File: config.mk
export PLATFORM = sky130hd
export DESIGN_NAME = multicycle_ctrl
export DESIGN_NICKNAME = d
export VERILOG_FILES = /design/src/rtl/proc_pkg.sv /design/src/rtl/ctrl_decode.sv /design/src/rtl/multicycle_ctrl.sv
export SDC_FILE = /design/constraint.sdc
export NUM_CORES = 1
export LEC_CHECK = 0
export ABC_AREA = 1
export CAP_MARGIN = 10
export CORE_ASPECT_RATIO = 2
export CORE_MARGIN = 1
export CORE_UTILIZATION = 46
export DETAILED_ROUTE_END_ITERATION = 12
export GPL_TIMING_DRIVEN = 1
export PLACE_DENSITY = 0.82
export SLEW_MARGIN = 0
export SYNTH_ARGS = -nofsm -noshare
export SYNTH_HDL_FRONTEND = slang
export SYNTH_SLANG_ARGS = --single-unit
File: constraint.sdc
create_clock -name clk -period 1.3 [get_ports clk]
set_input_delay 0.325 -clock clk [delete_from_list [all_inputs] [get_ports clk]]
set_output_delay 0.325 -clock clk [all_outputs]
set_load 0.02 [all_outputs]
File: src/rtl/proc_pkg.sv
// Shared definitions for the multi-cycle MIPS-subset control sequencer:
// instruction field widths, opcode/funct encodings, ALU select codes,
// the controller state enum and the decoded control bundle.
package proc_pkg;

  localparam int unsigned INSTR_W   = 32;
  localparam int unsigned REG_AW    = 5;
  localparam int unsigned ALU_SEL_W = 3;
  localparam int unsigned OP_W      = 6;
  localparam int unsigned IMM_W     = 16;

  // Opcodes
  localparam logic [OP_W-1:0] OP_RTYPE = 6'd0;
  localparam logic [OP_W-1:0] OP_ADDI  = 6'd8;
  localparam logic [OP_W-1:0] OP_ANDI  = 6'd12;
  localparam logic [OP_W-1:0] OP_ORI   = 6'd13;
  localparam logic [OP_W-1:0] OP_LW    = 6'd35;
  localparam logic [OP_W-1:0] OP_SW    = 6'd43;

  // R-type funct codes
  localparam logic [OP_W-1:0] FN_SLL  = 6'd0;
  localparam logic [OP_W-1:0] FN_SRL  = 6'd2;
  localparam logic [OP_W-1:0] FN_MULT = 6'd24;
  localparam logic [OP_W-1:0] FN_ADD  = 6'd32;
  localparam logic [OP_W-1:0] FN_AND  = 6'd36;
  localparam logic [OP_W-1:0] FN_OR   = 6'd37;
  localparam logic [OP_W-1:0] FN_NOR  = 6'd39;

  typedef enum logic [ALU_SEL_W-1:0] {
    ALU_ADD  = 3'b000,
    ALU_MULT = 3'b001,
    ALU_AND  = 3'b010,
    ALU_OR   = 3'b011,
    ALU_NOR  = 3'b101,
    ALU_SLL  = 3'b110,
    ALU_SRL  = 3'b111
  } alu_sel_e;

  typedef enum logic [2:0] {
    ST_IDLE   = 3'd0,
    ST_DECODE = 3'd1,
    ST_EXEC   = 3'd2,
    ST_MEM    = 3'd3,
    ST_WB     = 3'd4
  } ctrl_state_e;

  // Decoded controls, registered once per instruction and held through WB.
  typedef struct packed {
    logic [REG_AW-1:0]  raddr1;
    logic [REG_AW-1:0]  raddr2;
    logic [REG_AW-1:0]  waddr;
    alu_sel_e           alu_sel;
    logic               alu_src_imm;
    logic [INSTR_W-1:0] imm_ext;
    logic               wb_sel;
    logic               is_mem;
    logic               is_store;
    logic               writes_rf;
  } ctrl_t;

  function automatic logic [INSTR_W-1:0] sext16(input logic [IMM_W-1:0] v);
    return {{(INSTR_W-IMM_W){v[IMM_W-1]}}, v};
  endfunction

  function automatic logic [INSTR_W-1:0] zext16(input logic [IMM_W-1:0] v);
    return {{(INSTR_W-IMM_W){1'b0}}, v};
  endfunction

endpackage

File: src/rtl/ctrl_decode.sv
// Combinational instruction decoder.
// Ports:
//   instr_i   - latched 32-bit instruction word
//   ctrl_o    - decoded control bundle (all zero for unsupported encodings)
//   illegal_o - unsupported opcode or R-type funct
module ctrl_decode
  import proc_pkg::*;
(
  input  logic [INSTR_W-1:0] instr_i,
  output ctrl_t              ctrl_o,
  output logic               illegal_o
);

  logic [OP_W-1:0]   op;
  logic [OP_W-1:0]   funct;
  logic [REG_AW-1:0] rs;
  logic [REG_AW-1:0] rt;
  logic [REG_AW-1:0] rd;
  logic [REG_AW-1:0] shamt;
  logic [IMM_W-1:0]  imm;

  assign op    = instr_i[31:26];
  assign rs    = instr_i[25:21];
  assign rt    = instr_i[20:16];
  assign rd    = instr_i[15:11];
  assign shamt = instr_i[10:6];
  assign funct = instr_i[5:0];
  assign imm   = instr_i[15:0];

  // Opcode/funct to control bundle lookup
  always_comb begin
    ctrl_o        = '0;
    illegal_o     = 1'b0;
    ctrl_o.raddr1 = rs;
    ctrl_o.raddr2 = rt;
    case (op)
      OP_RTYPE: begin
        ctrl_o.waddr     = rd;
        ctrl_o.writes_rf = 1'b1;
        case (funct)
          FN_ADD:  ctrl_o.alu_sel = ALU_ADD;
          FN_AND:  ctrl_o.alu_sel = ALU_AND;
          FN_MULT: ctrl_o.alu_sel = ALU_MULT;
          FN_OR:   ctrl_o.alu_sel = ALU_OR;
          FN_NOR:  ctrl_o.alu_sel = ALU_NOR;
          // Shifts take the shifted value from rt on port 1, shamt as operand B
          FN_SLL: begin
            ctrl_o.alu_sel     = ALU_SLL;
            ctrl_o.alu_src_imm = 1'b1;
            ctrl_o.imm_ext     = INSTR_W'(shamt);
            ctrl_o.raddr1      = rt;
          end
          FN_SRL: begin
            ctrl_o.alu_sel     = ALU_SRL;
            ctrl_o.alu_src_imm = 1'b1;
            ctrl_o.imm_ext     = INSTR_W'(shamt);
            ctrl_o.raddr1      = rt;
          end
          default: illegal_o = 1'b1;
        endcase
      end
      OP_ADDI: begin
        ctrl_o.alu_sel     = ALU_ADD;
        ctrl_o.alu_src_imm = 1'b1;
        ctrl_o.imm_ext     = sext16(imm);
        ctrl_o.waddr       = rt;
        ctrl_o.writes_rf   = 1'b1;
      end
      OP_ANDI: begin
        ctrl_o.alu_sel     = ALU_AND;
        ctrl_o.alu_src_imm = 1'b1;
        ctrl_o.imm_ext     = zext16(imm);
        ctrl_o.waddr       = rt;
        ctrl_o.writes_rf   = 1'b1;
      end
      OP_ORI: begin
        ctrl_o.alu_sel     = ALU_OR;
        ctrl_o.alu_src_imm = 1'b1;
        ctrl_o.imm_ext     = zext16(imm);
        ctrl_o.waddr       = rt;
        ctrl_o.writes_rf   = 1'b1;
      end
      OP_LW: begin
        ctrl_o.alu_sel     = ALU_ADD;
        ctrl_o.alu_src_imm = 1'b1;
        ctrl_o.imm_ext     = sext16(imm);
        ctrl_o.waddr       = rt;
        ctrl_o.writes_rf   = 1'b1;
        ctrl_o.wb_sel      = 1'b1;
        ctrl_o.is_mem      = 1'b1;
      end
      OP_SW: begin
        ctrl_o.alu_sel     = ALU_ADD;
        ctrl_o.alu_src_imm = 1'b1;
        ctrl_o.imm_ext     = sext16(imm);
        ctrl_o.is_mem      = 1'b1;
        ctrl_o.is_store    = 1'b1;
      end
      default: illegal_o = 1'b1;
    endcase
    // Unsupported encodings must never leak a write or memory request
    if (illegal_o) begin
      ctrl_o = '0;
    end
  end

endmodule

File: src/rtl/multicycle_ctrl.sv
// Multi-cycle control sequencer for the MIPS-subset datapath.
// Accepts one instruction per handshake in IDLE, then steps it through
// DECODE, EXEC, (MEM for loads/stores) and WB, driving register-file
// addresses/strobe, ALU select, immediate operand and memory requests.
// Ports:
//   clk, rst            - clock, synchronous active-high reset
//   instr_valid/ready   - instruction handshake (ready only in IDLE)
//   instr               - instruction word, latched on accept
//   rf_raddr1/2, rf_waddr, rf_we, wb_sel - register-file controls
//   alu_sel, alu_src_imm, imm_ext        - ALU controls and immediate
//   mem_req, mem_we, mem_ack             - data memory handshake
//   done, illegal, bus_err               - completion pulse and status
//   retired_count       - legally completed instruction count (wraps)
module multicycle_ctrl
  import proc_pkg::*;
#(
  parameter int unsigned RET_W       = 16,
  parameter int unsigned MEM_TIMEOUT = 15
) (
  input  logic                 clk,
  input  logic                 rst,
  input  logic                 instr_valid,
  output logic                 instr_ready,
  input  logic [INSTR_W-1:0]   instr,
  output logic [REG_AW-1:0]    rf_raddr1,
  output logic [REG_AW-1:0]    rf_raddr2,
  output logic [REG_AW-1:0]    rf_waddr,
  output logic                 rf_we,
  output logic                 wb_sel,
  output logic [ALU_SEL_W-1:0] alu_sel,
  output logic                 alu_src_imm,
  output logic [INSTR_W-1:0]   imm_ext,
  output logic                 mem_req,
  output logic                 mem_we,
  input  logic                 mem_ack,
  output logic                 done,
  output logic                 illegal,
  output logic                 bus_err,
  output logic [RET_W-1:0]     retired_count
);

  localparam int unsigned     CNT_W    = 8;
  // Last wait-counter value before the timeout edge
  localparam logic [CNT_W-1:0] CNT_LAST = CNT_W'(MEM_TIMEOUT - 1);

  ctrl_state_e         state_q, state_d;
  logic [INSTR_W-1:0]  instr_q, instr_d;
  ctrl_t               ctrl_q, ctrl_d;
  logic [CNT_W-1:0]    cnt_q, cnt_d;
  logic [RET_W-1:0]    retired_q, retired_d;
  logic                instr_ready_q, instr_ready_d;
  logic                done_q, done_d;
  logic                illegal_q, illegal_d;
  logic                bus_err_q, bus_err_d;
  logic                rf_we_q, rf_we_d;
  logic                mem_req_q, mem_req_d;
  logic                mem_we_q, mem_we_d;

  ctrl_t               dec_ctrl;
  logic                dec_illegal;

  ctrl_decode u_decode (
    .instr_i   (instr_q),
    .ctrl_o    (dec_ctrl),
    .illegal_o (dec_illegal)
  );

  // Next-state and next-output logic; every output is registered
  always_comb begin
    state_d       = state_q;
    instr_d       = instr_q;
    ctrl_d        = ctrl_q;
    cnt_d         = cnt_q;
    retired_d     = retired_q;
    instr_ready_d = 1'b0;
    done_d        = 1'b0;
    illegal_d     = 1'b0;
    bus_err_d     = 1'b0;
    rf_we_d       = 1'b0;
    mem_req_d     = 1'b0;
    mem_we_d      = 1'b0;
    case (state_q)
      ST_IDLE: begin
        if (instr_valid && instr_ready_q) begin
          instr_d = instr;
          state_d = ST_DECODE;
        end else begin
          instr_ready_d = 1'b1;
        end
      end
      ST_DECODE: begin
        ctrl_d = dec_ctrl;
        if (dec_illegal) begin
          state_d   = ST_WB;
          done_d    = 1'b1;
          illegal_d = 1'b1;
        end else begin
          state_d = ST_EXEC;
        end
      end
      ST_EXEC: begin
        if (ctrl_q.is_mem) begin
          state_d   = ST_MEM;
          cnt_d     = '0;
          mem_req_d = 1'b1;
          mem_we_d  = ctrl_q.is_store;
        end else begin
          state_d   = ST_WB;
          done_d    = 1'b1;
          rf_we_d   = ctrl_q.writes_rf && (ctrl_q.waddr != '0);
          retired_d = retired_q + RET_W'(1);
        end
      end
      ST_MEM: begin
        // Ack wins over a timeout falling in the same cycle
        if (mem_ack) begin
          state_d   = ST_WB;
          done_d    = 1'b1;
          rf_we_d   = ctrl_q.writes_rf && (ctrl_q.waddr != '0);
          retired_d = retired_q + RET_W'(1);
        end else if (cnt_q == CNT_LAST) begin
          state_d   = ST_WB;
          done_d    = 1'b1;
          bus_err_d = 1'b1;
        end else begin
          cnt_d     = cnt_q + CNT_W'(1);
          mem_req_d = 1'b1;
          mem_we_d  = mem_we_q;
        end
      end
      ST_WB: begin
        state_d       = ST_IDLE;
        instr_ready_d = 1'b1;
      end
      default: begin
        state_d       = ST_IDLE;
        instr_ready_d = 1'b1;
      end
    endcase
  end

  // State and output registers
  always_ff @(posedge clk) begin
    if (rst) begin
      state_q       <= ST_IDLE;
      instr_q       <= '0;
      ctrl_q        <= '0;
      cnt_q         <= '0;
      retired_q     <= '0;
      instr_ready_q <= 1'b1;
      done_q        <= 1'b0;
      illegal_q     <= 1'b0;
      bus_err_q     <= 1'b0;
      rf_we_q       <= 1'b0;
      mem_req_q     <= 1'b0;
      mem_we_q      <= 1'b0;
    end else begin
      state_q       <= state_d;
      instr_q       <= instr_d;
      ctrl_q        <= ctrl_d;
      cnt_q         <= cnt_d;
      retired_q     <= retired_d;
      instr_ready_q <= instr_ready_d;
      done_q        <= done_d;
      illegal_q     <= illegal_d;
      bus_err_q     <= bus_err_d;
      rf_we_q       <= rf_we_d;
      mem_req_q     <= mem_req_d;
      mem_we_q      <= mem_we_d;
    end
  end

  assign instr_ready   = instr_ready_q;
  assign rf_raddr1     = ctrl_q.raddr1;
  assign rf_raddr2     = ctrl_q.raddr2;
  assign rf_waddr      = ctrl_q.waddr;
  assign rf_we         = rf_we_q;
  assign wb_sel        = ctrl_q.wb_sel;
  assign alu_sel       = ctrl_q.alu_sel;
  assign alu_src_imm   = ctrl_q.alu_src_imm;
  assign imm_ext       = ctrl_q.imm_ext;
  assign mem_req       = mem_req_q;
  assign mem_we        = mem_we_q;
  assign done          = done_q;
  assign illegal       = illegal_q;
  assign bus_err       = bus_err_q;
  assign retired_count = retired_q;

endmodule

==> impl_metrics.csv, run 1 <==
group,metric,value,unit
run_status,status,"complete, but fails checks",
run_status,violations,"negative setup slack",
place,gp_congestion,0.867,
floorplanning,fp.dieW,77.1,um
worst_setup_path,crit_slowest_cell,"dfxtp_4",
sta,fin_ws,-0.503,ns
sta,fmax,0.555,GHz
synth,synth_cells,711,
finish,fin_area,8330,um^2
floorplanning,row_count,54,
sta,final_max_slew_viol_count,0,
power_and_ir_drop,power_per_cell_area,1800,nW/um^2
synth,syn_area,5190,um^2
route,routed_wl,21.0,mm
sta,clock_skew,0.00912,ns
sta,maxSlewHeadroom,72.4,%
route,vias,5937,
floorplanning,start_util,47.4,%
global_route,antenna_found_initial,0,
min_path,worstHoldStart,"instr_q[25]$_SDFFE_PP0P_",
synth,synth_area_per_cell,7.30,um^2
finish,register_area,2160,um^2
worst_setup_path,worstPathMaxFanout,6,
global_route,grt_use_total,26.3,%
worst_setup_path,crit_start,"state_q[0]$_SDFFE_PP0P_",
min_path,hold_class,"flop to flop",
min_path,worstHoldPathCells,2,
clock_network,clock_latency,0.36,ns
finish,fill_cells,661,
worst_setup_path,crit_path_end_kind,"flop",
sta,layout_min_cycle_time,1.80,ns
global_route,grt_overflow,0,
synth,synth_cell_types,35,
sta,setup_viol,120,
clock_network,clock_path_buffers,2,
route,wl_per_cell,20.6,um
floorplanning,ios,111,
global_route,first_global_vias,5182,
finish,drive_above_1_share,49.7,%
clock_network,clockRootBuffer,"clkbuf_16",
synth,synth_fp_nets,750,
clock_network,path_clk_slew,0.08,ns
synth,synth-seq-cells,106,
run,drv_cap,0,
finish,final_core_util,76.1,%
sta,fin_crit_sh,139,%
finish,areaGrowthSynthToFinish,60.5,%
sta,timing.hold.ws,0.445,ns
route,routed_via_density,5.81,
worst_setup_path,rrSetupSlack,-0.50,ns
worst_setup_path,start_kind,"flop",
worst_setup_path,crit_chain,"inv_4, buf_6, nor3_4, buf_12, buf_12, buf_6, o21ai_2, a21oi_1",
sta,worst_slew_pin_slew,0.410,ns
floorplanning,dieHeight,152,um
worst_setup_path,critPathKind,"flop to flop",
route,postRouteAntennaNets,0,
route,drtIter0Drc,458,
place,place_area,6680,um^2
worst_setup_path,slowest_delay,0.39,ns
worst_setup_path,arrival,2.02,ns
clock_network,cts_tree,"built",
floorplanning,die-area,11700,um^2
synth,synth_warnings,0,
worst_setup_path,critPathRequiredTime,1.52,ns
clock_network,clkSinkCount,106,
place,post-dp-hpwl,9.99,mm
sta,setup_tns,-16.13,ns
sta,rsz0062_at_grt,"yes",
finish,antenna_cells,0,
clock_network,cts.htree.levels,3,
synth,seq_area_frac_synth,40.9,%
global_route,grt_max_degree,42,
route,drc,0,
global_route,grt_pass1_wl,24.4,mm
place,io_buffers,110,
finish,fin_nets,915,
clock_network,cts_hold_buf,0,
clock_network,cts_buffers,9,
finish,multiInputGateArea,3100,um^2
worst_setup_path,reg2reg_from,"state_q[0]$_SDFFE_PP0P_",
route,drtPass1Iterations,6,
power_and_ir_drop,leakage,3.39,nW
power_and_ir_drop,ir_drop,1.63,mV
sta,hold_violations,0,
worst_setup_path,worst-r2r-cell-count,8,
place,pre_cts_ws,-0.405,ns
floorplanning,coreArea,10900,um^2
[cell usage after synthesis]
master | instances | area [um^2]
xnor2_1 | 1 | 8.76
dfxtp_1 | 106 | 2120
buf_4 | 53 | 398
a21oi_2 | 9 | 78.8
ha_1 | 3 | 37.5
nor4_1 | 1 | 6.26
nand2_2 | 2 | 12.5
a211oi_1 | 1 | 7.51
nand4_1 | 6 | 37.5
nor2_1 | 51 | 191
nor2_2 | 6 | 37.5
a21oi_1 | 91 | 455
buf_8 | 1 | 15.0
a311oi_1 | 1 | 8.76
nand3_1 | 47 | 235
nor2_8 | 1 | 20.0
buf_2 | 8 | 40.0
xor2_1 | 6 | 52.6
nor3_1 | 11 | 55.1
and3_1 | 2 | 12.5
o21ai_2 | 1 | 8.76
nand2_4 | 1 | 11.3
o21ai_1 | 7 | 35.0
a31oi_1 | 1 | 6.26
o21a_1 | 1 | 7.51
nor3_2 | 1 | 10.0
inv_1 | 57 | 214
nor3_4 | 1 | 16.3
nand3_2 | 15 | 150
buf_1 | 3 | 11.3
inv_2 | 11 | 41.3
o21ai_0 | 48 | 240
nor2_4 | 2 | 22.5
nand2_1 | 139 | 522
clkbuf_1 | 16 | 60.1
[worst paths after layout]
| kind | to |
|---|---|
| min reg2reg | instr_q[25]$_SDFFE_PP0P_ |
| max reg2reg | ctrl_q[2]$_SDFFE_PP0N_ |
| min | instr_q[25]$_SDFFE_PP0P_ |
| max | ctrl_q[2]$_SDFFE_PP0N_ |
[worst max-delay path: cells and delay by family (launching register included)]
kind,cells,cell delay [ns]
compound gates,2,0.48
simple gates,1,0.22
flops,1,0.39
buf+inv,5,0.55
[flip-flops by register name, indices dropped and copies added (netlist names), 3 cells and up]
signal and cells:
rf_raddr1 5, ctrl_q 3, rf_waddr 5, cnt_q 8, alu_sel 3, imm_ext 17
instr_q 32, retired_count 16, rf_raddr2 5, state_q 3
[power breakdown]
group / internal, mW / switching [mW]
sequential: 3.82 / 0.611
clock: 1.52 / 1.35
combinational: 3.37 / 4.29
[repair_timing]
item | CTS | global route
gates cloned | 5 | 11
endpoints found under the setup margin | 157 | 141
resized for setup | 353 | 251
pin swaps | 17 | 62
setup buffers | 7 | 17
[per-stage QoR]
step / cells / total power [mW]
floorplan: 711 / 7.19
global placement: 965 / 8.87
detailed placement: 965 / 8.96
CTS: 993 / 12.5
global route: 1021 / 15.4
finish: 1021 / 15.0
[layer usage]
metal | GRT usage [%] | wire [um] | vias to the layer above
met5 | 0 | 0 | -
met4 | 16.7 | 1870 | 0
met3 | 2.87 | 1400 | 146
met2 | 52.2 | 11300 | 400
met1 | 24.3 | 6440 | 2773
li1 | - | - | 2618
[cell families (layout without fill, tap and decap cells)]
kind of cell	count (synthesis)	after routing	synth area share (%)
xor+xnor	7	7	1.18
simple gates	286	288	25.8
fa+ha+maj	3	3	0.723
flops	106	106	40.9
compound gates	160	161	16.3
buf+inv	149	316	15.0
[layout by cell type, fill, tap and decap left out, drive strengths merged, types with 2 or more instances in the layout]
| cell type | netlist | routed |
|---|---|---|
| clkbuf | 16 | 19 |
| nand4 | 6 | 6 |
| nor2 | 60 | 60 |
| nor3 | 13 | 13 |
| xor2 | 6 | 6 |
| buf | 65 | 175 |
| and3 | 2 | 2 |
| nand3 | 62 | 63 |
| clkdlybuf4s15 | 0 | 14 |
| a21oi | 100 | 100 |
| nand2 | 142 | 143 |
| dfxtp | 106 | 106 |
| o21ai | 56 | 57 |
| inv | 68 | 70 |
| clkdlybuf4s50 | 0 | 34 |
| ha | 3 | 3 |
| clkinv | 0 | 2 |
[final cells by class]
cell class,count,share of cell area [%]
Clock inverter,6,0.872
Tap cell,140,2.10
Multi-Input combinational cell,459,37.2
Inverter,68,3.34
Sequential cell,106,26.0
Timing Repair Buffer,232,27.8
Clock buffer,10,2.75
Note: power is estimated with default switching activity, not from simulation.
==> inputs of run 2 (changes only) <==
--- a/config.mk
+++ b/config.mk
@@ -9,11 +9,11 @@
 export CAP_MARGIN = 10
 export CORE_ASPECT_RATIO = 2
 export CORE_MARGIN = 1
-export CORE_UTILIZATION = 46
+export CORE_UTILIZATION = 51
 export DETAILED_ROUTE_END_ITERATION = 12
 export GPL_TIMING_DRIVEN = 1
-export PLACE_DENSITY = 0.82
-export SLEW_MARGIN = 0
+export PLACE_DENSITY = 0.86
+export SLEW_MARGIN = 20
 export SYNTH_ARGS = -nofsm -noshare
 export SYNTH_HDL_FRONTEND = slang
 export SYNTH_SLANG_ARGS = --single-unit
==> constraint.sdc (replaced) <==
create_clock -name clk -period 1.8 [get_ports clk]
set_input_delay 0.54 -clock clk [delete_from_list [all_inputs] [get_ports clk]]
set_output_delay 0.54 -clock clk [all_outputs]
set_load 0.02 [all_outputs]
==> impl_metrics.csv, run 2 (synthesis gave the netlist of run 1 again) <==
group,metric,value,unit
worst_setup_path,arrival,1.20,ns
clock_network,clock_path_buffers,2,
finish,antenna_cells,0,
route,routed_wl,12.9,mm
power_and_ir_drop,power_per_cell_area,1220,nW/um^2
clock_network,cts_tree,"built",
sta,layout_min_cycle_time,1.74,ns
route,routed_via_density,5.30,
finish,final_cells,904,
finish,drive_above_1_share,10.8,%
sta,maxSlewHeadroom,69.0,%
sta,worst_slew_pin_slew,0.464,ns
floorplanning,dieHeight,145,um
sta,hold_violations,0,
floorplanning,fp.dieW,73.3,um
clock_network,clock_latency,0.35,ns
route,drtPass1Iterations,5,
worst_setup_path,slowest_delay,0.37,ns
sta,clock_skew,0.00800,ns
global_route,grt_use_total,24.9,%
finish,largest_register_ffs,32,
finish,mostFrequentLayoutCell,"nand2_1",
floorplanning,row_count,51,
global_route,first_global_vias,4453,
power_and_ir_drop,leakage,2.79,nW
run_status,status,"complete, no violations",
clock_network,clockRootBuffer,"clkbuf_16",
clock_network,clkSinkCount,106,
run,drv_cap,0,
place,pre_cts_ws,-0.0837,ns
sta,fmax,0.574,GHz
floorplanning,ios,111,
worst_setup_path,cp_num_buf_inv,2,
global_route,grt_overflow,0,
worst_setup_path,reg2reg_from,"instr_q[5]$_SDFFE_PP0P_",
worst_setup_path,crit_chain,"buf_12, dlygate4sd2_1",
worst_setup_path,critPathKind,"flop to output pin",
finish,regMostFlops,"instr_q",
sta,setup_viol,0,
global_route,antenna_found_initial,0,
global_route,grt_max_degree,65,
place,io_buffers,110,
route,drc,0,
clock_network,cts.htree.levels,3,
floorplanning,die-area,10600,um^2
worst_setup_path,critPathRequiredTime,1.26,ns
clock_network,path_clk_slew,0.07,ns
worst_setup_path,start_kind,"flop",
place,place_inst,888,
floorplanning,start_util,52.8,%
worst_setup_path,crit_family,"buffers and inverters",
sta,fin_ws,0.0566,ns
place,gp_congestion,0.979,
route,drtIter0Drc,210,
sta,final_max_slew_viol_count,0,
finish,areaGrowthSynthToFinish,22.0,%
sta,fin_crit_sh,96.9,%
sta,rsz0062_at_grt,"no",
route,postRouteAntennaNets,0,
global_route,grt_pass1_wl,20.3,mm
worst_setup_path,worstPathMaxFanout,17,
finish,final_cell_mix,"nand2_1, dfxtp_1, a21oi_1",
min_path,worstHoldStart,"instr_q[25]$_SDFFE_PP0P_",
worst_setup_path,crit_start,"imm_ext[30]$_SDFFE_PP0N_",
place,post-dp-hpwl,9.56,mm
route,wl_per_cell,14.3,um
min_path,hold_class,"flop to flop",
floorplanning,coreArea,9830,um^2
worst_setup_path,crit_path_end_kind,"output pin",
route,vias,4789,
clock_network,cts_buffers,9,
finish,fin_nets,806,
clock_network,cts_hold_buf,0,
power_and_ir_drop,ir_drop,0.913,mV
worst_setup_path,crit_slowest_cell,"dfxtp_1",
[run 2: final cells by class]
class | instances | area [um^2]
Fill cell | 894 | 3490
Multi-Input combinational cell | 456 | 2290
Sequential cell | 106 | 2120
Timing Repair Buffer | 126 | 1220
Inverter | 68 | 255
Clock buffer | 9 | 225
Tap cell | 132 | 165
Clock inverter | 7 | 61.3
[run 2: power by group]
part / internal (mW) / total, mW / switching (mW)
Clock: 0.964 / 1.91 / 0.944
Combinational: 0.908 / 2.74 / 1.83
Sequential: 2.73 / 3.06 / 0.329
Total: 4.60 / 7.70 / 3.10
[run 2: final timing paths]
path	end	slack (ns)	cells after the start
worst min register to register	instr_q[25]$_SDFFE_PP0P_	0.44	2
worst max-delay path	imm_ext[25]	0.06	2
worst max register to register	rf_raddr1[4]$_SDFFE_PP0N_	0.09	8
worst min-delay path	instr_q[25]$_SDFFE_PP0P_	0.44	2
[run 2: metal layers]
| metal | GRT usage (%) | up-vias | share of wire (%) |
|---|---|---|---|
| met5 | 0 | - | 0 |
| met4 | 14.3 | 0 | 4.0 |
| met3 | 3.62 | 37 | 4.4 |
| met2 | 46.2 | 183 | 55 |
| met1 | 26.0 | 2188 | 37 |
| li1 | - | 2381 | - |
[run 2: metrics by stage]
step | power, mW | hold slack (ns) | utilization, % | cell area [um^2] | TNS [ns]
after floorplan | 5.16 | 0.424 | - | 5190 | 0
after global placement | 5.76 | 0.432 | 62.3 | 6120 | -0.0373
after detailed placement | 5.87 | 0.436 | 62.3 | 6120 | -0.267
after CTS | 7.71 | 0.447 | 64.3 | 6320 | 0
after global routing | 8.14 | 0.465 | 64.4 | 6330 | 0
final | 7.70 | 0.444 | 64.4 | 6330 | 0
[run 2: timing repair]
item	4_1_cts	5_1_grt
endpoints found under the setup margin	70	5
resized for setup	70	5
cloned	0	0
hold endpoints to repair	0	0
buffers inserted	0	0
[run 2: worst reg2reg max path, delay by kind of cell (launching register included)]
family / cells / cell delay (ns)
AO/OA/AOI/OAI: 1 / 0.16
buffers and inverters: 1 / 0.09
flip-flops: 1 / 0.42
AND/OR/NAND/NOR: 6 / 0.97
==> inputs of run 3 (changes only) <==
--- a/config.mk
+++ b/config.mk
@@ -11,7 +11,6 @@
 export CORE_MARGIN = 1
 export CORE_UTILIZATION = 51
 export DETAILED_ROUTE_END_ITERATION = 12
-export GPL_TIMING_DRIVEN = 1
 export PLACE_DENSITY = 0.86
 export SLEW_MARGIN = 20
 export SYNTH_ARGS = -nofsm -noshare
==> results of run 3 <==
Same layout as run 2: the final DEF is identical, and so are final timing and power.
